**config.mk**
```make
export PLATFORM = sky130hd
export DESIGN_NAME = reg_file_sb
export DESIGN_NICKNAME = d
export VERILOG_FILES = /design/src/rtl/reg_file_sb.sv
export SDC_FILE = /design/constraint.sdc
export NUM_CORES = 1
export LEC_CHECK = 0
export CORE_MARGIN = 2
export CORE_UTILIZATION = 50
export CTS_BUF_LIST = sky130_fd_sc_hd__clkbuf_4 sky130_fd_sc_hd__clkbuf_8 sky130_fd_sc_hd__clkbuf_16
export DETAILED_ROUTE_END_ITERATION = 16
export PLACE_DENSITY = 0.7
export SETUP_SLACK_MARGIN = 0.2
export SYNTH_ARGS = -nofsm -noshare
export SYNTH_HDL_FRONTEND = slang
export SYNTH_SLANG_ARGS = --single-unit
```
**constraint.sdc**
```tcl
create_clock -name Clk -period 2.9 [get_ports Clk]
set_clock_uncertainty 0.2 [all_clocks]
set_input_delay 0.435 -clock Clk [delete_from_list [all_inputs] [get_ports Clk]]
set_output_delay 0.435 -clock Clk [all_outputs]
set_load 0.005 [all_outputs]
```
**src/rtl/reg_file_sb.sv**
```systemverilog
// DEPTH x WIDTH register file with two combinational read ports, one write port,
// optional write-to-read bypass, a load-busy scoreboard and a clear-all sweep.
module reg_file_sb #(
    parameter int                 WIDTH     = 16,
    parameter int                 DEPTH     = 8,
    parameter int                 BYPASS    = 1,
    parameter logic [WIDTH-1:0]   RESET_VAL = '0,
    localparam int                AW        = $clog2(DEPTH)
) (
    input  logic             Clk,
    input  logic             Reset_n,
    input  logic [WIDTH-1:0] D,
    input  logic [AW-1:0]    DR,
    input  logic             LD_REG,
    input  logic [AW-1:0]    SR1,
    input  logic [AW-1:0]    SR2,
    output logic [WIDTH-1:0] SR1_OUT,
    output logic [WIDTH-1:0] SR2_OUT,
    input  logic             Mark_Busy,
    input  logic [AW-1:0]    Mark_Addr,
    output logic             SR1_Busy,
    output logic             SR2_Busy,
    input  logic             Clr_Start,
    output logic             Clr_Busy,
    output logic             Clr_Done
);

    // state    | meaning
    // ST_IDLE  | normal operation: writes, marks and clear requests accepted
    // ST_SWEEP | zeroing one register per cycle, index idx_q
    // ST_DONE  | one-cycle Clr_Done pulse, then back to idle
    typedef enum logic [1:0] {ST_IDLE, ST_SWEEP, ST_DONE} state_t;

    state_t           state_q, state_d;
    logic [AW-1:0]    idx_q, idx_d;
    logic [WIDTH-1:0] regs_q [DEPTH];
    logic [WIDTH-1:0] regs_d [DEPTH];
    logic [DEPTH-1:0] busy_q, busy_d;
    logic             byp_en;

    always_comb begin
        state_d = state_q;
        idx_d   = idx_q;
        regs_d  = regs_q;
        busy_d  = busy_q;
        case (state_q)
            ST_IDLE: begin
                if (LD_REG) begin
                    regs_d[DR] = D;
                    busy_d[DR] = 1'b0;
                end
                // mark after write so a same-register mark wins over the write's clear
                if (Mark_Busy) begin
                    busy_d[Mark_Addr] = 1'b1;
                end
                if (Clr_Start) begin
                    state_d = ST_SWEEP;
                    idx_d   = '0;
                    busy_d  = '0;
                end
            end
            ST_SWEEP: begin
                regs_d[idx_q] = '0;
                idx_d         = idx_q + 1'b1;
                if (idx_q == AW'(DEPTH - 1)) begin
                    state_d = ST_DONE;
                end
            end
            ST_DONE: begin
                state_d = ST_IDLE;
            end
            default: begin
                state_d = ST_IDLE;
            end
        endcase
    end

    always_ff @(posedge Clk or negedge Reset_n) begin
        if (!Reset_n) begin
            state_q <= ST_IDLE;
            idx_q   <= '0;
            busy_q  <= '0;
            for (int i = 0; i < DEPTH; i++) begin
                regs_q[i] <= RESET_VAL;
            end
        end else begin
            state_q <= state_d;
            idx_q   <= idx_d;
            busy_q  <= busy_d;
            regs_q  <= regs_d;
        end
    end

    assign byp_en   = (BYPASS != 0) && (state_q == ST_IDLE) && LD_REG;
    assign SR1_OUT  = (byp_en && (DR == SR1)) ? D : regs_q[SR1];
    assign SR2_OUT  = (byp_en && (DR == SR2)) ? D : regs_q[SR2];
    assign SR1_Busy = busy_q[SR1];
    assign SR2_Busy = busy_q[SR2];
    assign Clr_Busy = (state_q == ST_SWEEP);
    assign Clr_Done = (state_q == ST_DONE);

endmodule

```
==> flow_metrics.env <==
export IMPL_outcome="finished clean"
export IMPL_slew_headroom_pct=10.67
export IMPL_clkTransAtPathRegs_ns=0.06
export IMPL_synthArstFlopShare_pct=100.0
export IMPL_netlist_area_um2=8247
export IMPL_fmaxAchievable_mhz=359.8
export IMPL_cts_max_path_buffers=2
export IMPL_grt_pass1_wl_um=41570
export IMPL_multiInputGateArea_um2=4320
export IMPL_syn_avg_cell_area_um2=14.12
export IMPL_wirelength_um=26600
export IMPL_antenna_found_initial=0
export IMPL_worstMarginPinSlew_ns=1.340
export IMPL_grt_max_degree=60
export IMPL_fin_cells=943
export IMPL_core_area_um2=16000
export IMPL_cts_sinks=141
export IMPL_yosysSeqAreaShare_pct=42.79
export IMPL_required_ns=2.27
export IMPL_seq_area_um2=3528
export IMPL_worst_r2r_endpoint="regs_q[75]"
export IMPL_yosysMostFrequentCell="dfrtp_1"
export IMPL_ant_nets=0
export IMPL_rsz0062_at_grt="true"
export IMPL_wire_per_inst_um=28.21
export IMPL_die_x_um=132.4
export IMPL_arrival_ns=2.14
export IMPL_ios=69
export IMPL_ir_drop_mv=0.5366
export IMPL_timing_max_cap_violations=0
export IMPL_dr_pass1_iters=7
export IMPL_syn_to_final_growth_pct=30.31
export IMPL_yosys_area_top_type="dfrtp_1"
export IMPL_dpl_instance_area_um2=9388
export IMPL_slew_violations=0
export IMPL_htree_levels=4
export IMPL_utilization_pct=67.16
export IMPL_fill_cells=1147
export IMPL_drtIter0Drc=700
export IMPL_drive_gt1_share_pct=41.82
export IMPL_cp_start_kind="flop"
export IMPL_hpwl_um=14970
export IMPL_crit_family="multiplexers"
export IMPL_grt_ovfl_total=0
export IMPL_syn_num_nets=619
export IMPL_path_cells="buf_6, mux4_2, mux2_4, mux2_4, buf_6"
export IMPL_grt_pass1_vias=6845
export IMPL_end_kind="output port"
export IMPL_initial_core_util_pct=51.54
export IMPL_ctsRootBufferMaster="clkbuf_16"
export IMPL_slowest_stage="mux4_2"
export IMPL_antenna_cells=0
export IMPL_synthTopCellsByCount="141 x dfrtp_1, 112 x a22o_1, 46 x mux2_2, 46 x mux4_1, 22 x mux4_2"
export IMPL_min_period_over_period_pct=95.84
export IMPL_grtUsageTotal_pct=31.63
export IMPL_rows=46
export IMPL_insertion_delay_ns=0.42
export IMPL_place_inst=856
export IMPL_drc=0
export IMPL_gp_congestion=0.8362
export IMPL_regToRegStartpoint="state_q[1]"
export IMPL_yosys_warnings=0
export IMPL_vias=6545
export IMPL_io_buffer_count=68
export IMPL_fp_dieH_um=132.4
export IMPL_worstSetupPathType="flop to output port"
export IMPL_die_area_um2=17540
export IMPL_ys_types=42
export IMPL_tritoncts="done"
export IMPL_routed_via_density=6.941
export IMPL_critPathMaxStageDelay_ns=0.51
export IMPL_synthDominantCellAreaShare_pct=42.79
export IMPL_hold_violations=0
export IMPL_setup_viol=0
export IMPL_synth_flop_cell="dfrtp_1"
export IMPL_reg2reg_slack_ns=0.47
export IMPL_cts_buffers=17
export IMPL_synth_area_leaders="dfrtp_1 43%, mux4_1 15%, a22o_1 12%"
export IMPL_p_leak_nw=5.140
export IMPL_fin_area_um2=10750
export IMPL_synth_cells=584
export IMPL_critPathBufInv=2
export IMPL_fin_crit_ns=2.779
export IMPL_nNetsFinal=749
export IMPL_crit_start="regs_q[64]"
export IMPL_synth_edf_count=0
export IMPL_worstPathMaxFanout=2
export IMPL_hold_path_class="primary input to async pin"
export IMPL_power_density_nw_per_um2=829.6
export IMPL_synth_seq_cells=141
export IMPL_r2r_cells=4
-- worst max path at each step --
stage             endpoint  slack (ns)  cells after the start
2_1_floorplan  SR1_OUT[13]        0.50                      5
3_3_place_gp    SR2_OUT[1]       -0.37                      6
3_5_place_dp    SR2_OUT[1]       -0.41                      6
4_1_cts         SR1_OUT[0]        0.17                      5
5_1_grt         SR2_OUT[7]        0.06                      8
6_report        SR1_OUT[0]        0.12                      5
-- kinds of logic after synthesis --
family | synth area share (%)
compound gates | 15.04
xor+xnor | 0.6372
fa+ha+maj | 0.3034
buf+inv | 5.796
flops | 42.79
mux | 30.59
simple gates | 4.855
-- flip-flops by register name, summed over array words and instances, names as in the netlist --
signal   count
regs_q     128
busy_q       8
idx_q        3
state_q      2
-- timing repair --
action                                  in CTS  in global routing
resized for setup                          222                 21
hold buffers                                 1                  0
endpoints found under the setup margin      34                 34
cloned                                       7                  0
hold endpoints to repair                    39                  0
buffers inserted                            44                  3
pin swaps                                    7                  0
-- through the flow --
step	setup TNS [ns]	setup WS, ns	power (mW)	hold WS [ns]
2_1_floorplan	0	0.4994	5.091	-0.06059
3_3_place_gp	-10.13	-0.3667	6.134	0.1643
3_5_place_dp	-10.57	-0.4147	6.297	0.1715
4_1_cts	0	0.1654	8.772	0.2921
5_1_grt	0	0.06040	9.292	0.3288
6_report	0	0.1207	8.916	0.2897
-- routing by layer --
layer	GRT usage [%]	part of all wire (%)	vias to the layer above
li1	-	-	2605
met3	7.318	9.5	98
met5	0	0	-
met1	42.17	38	3378
met4	16.07	4.7	0
met2	48.91	48	464
-- cells in the final DEF, fill, tap and decap left out, types with 14 or more instances in the layout --
master           instances
mux2_4                  34
a22o_1                 112
inv_1                   18
mux2_2                  32
nand3_1                 20
clkbuf_16               18
buf_4                   69
o31ai_1                 16
mux4_1                  29
mux4_2                  39
dfrtp_1                141
buf_6                   37
buf_12                  17
clkdlybuf4s50_1         23
nand2_1                 14
-- layout make-up --
type / instances / share of cell area [%]
Clock buffer: 23 / 4.669
Clock inverter: 9 / 0.7917
Inverter: 19 / 0.6636
Multi-Input combinational cell: 353 / 40.20
Sequential cell: 141 / 32.83
Tap cell: 216 / 2.515
Timing Repair Buffer: 182 / 18.33
-- report_power, final --
| part | switching, mW | leakage, nW | internal (mW) |
|---|---|---|---|
| clock network | 0.879 | 0.285 | 1.30 |
| logic | 1.40 | 2.94 | 2.03 |
| registers | 0.633 | 1.92 | 2.67 |
Power figures use the tool's default switching activity.
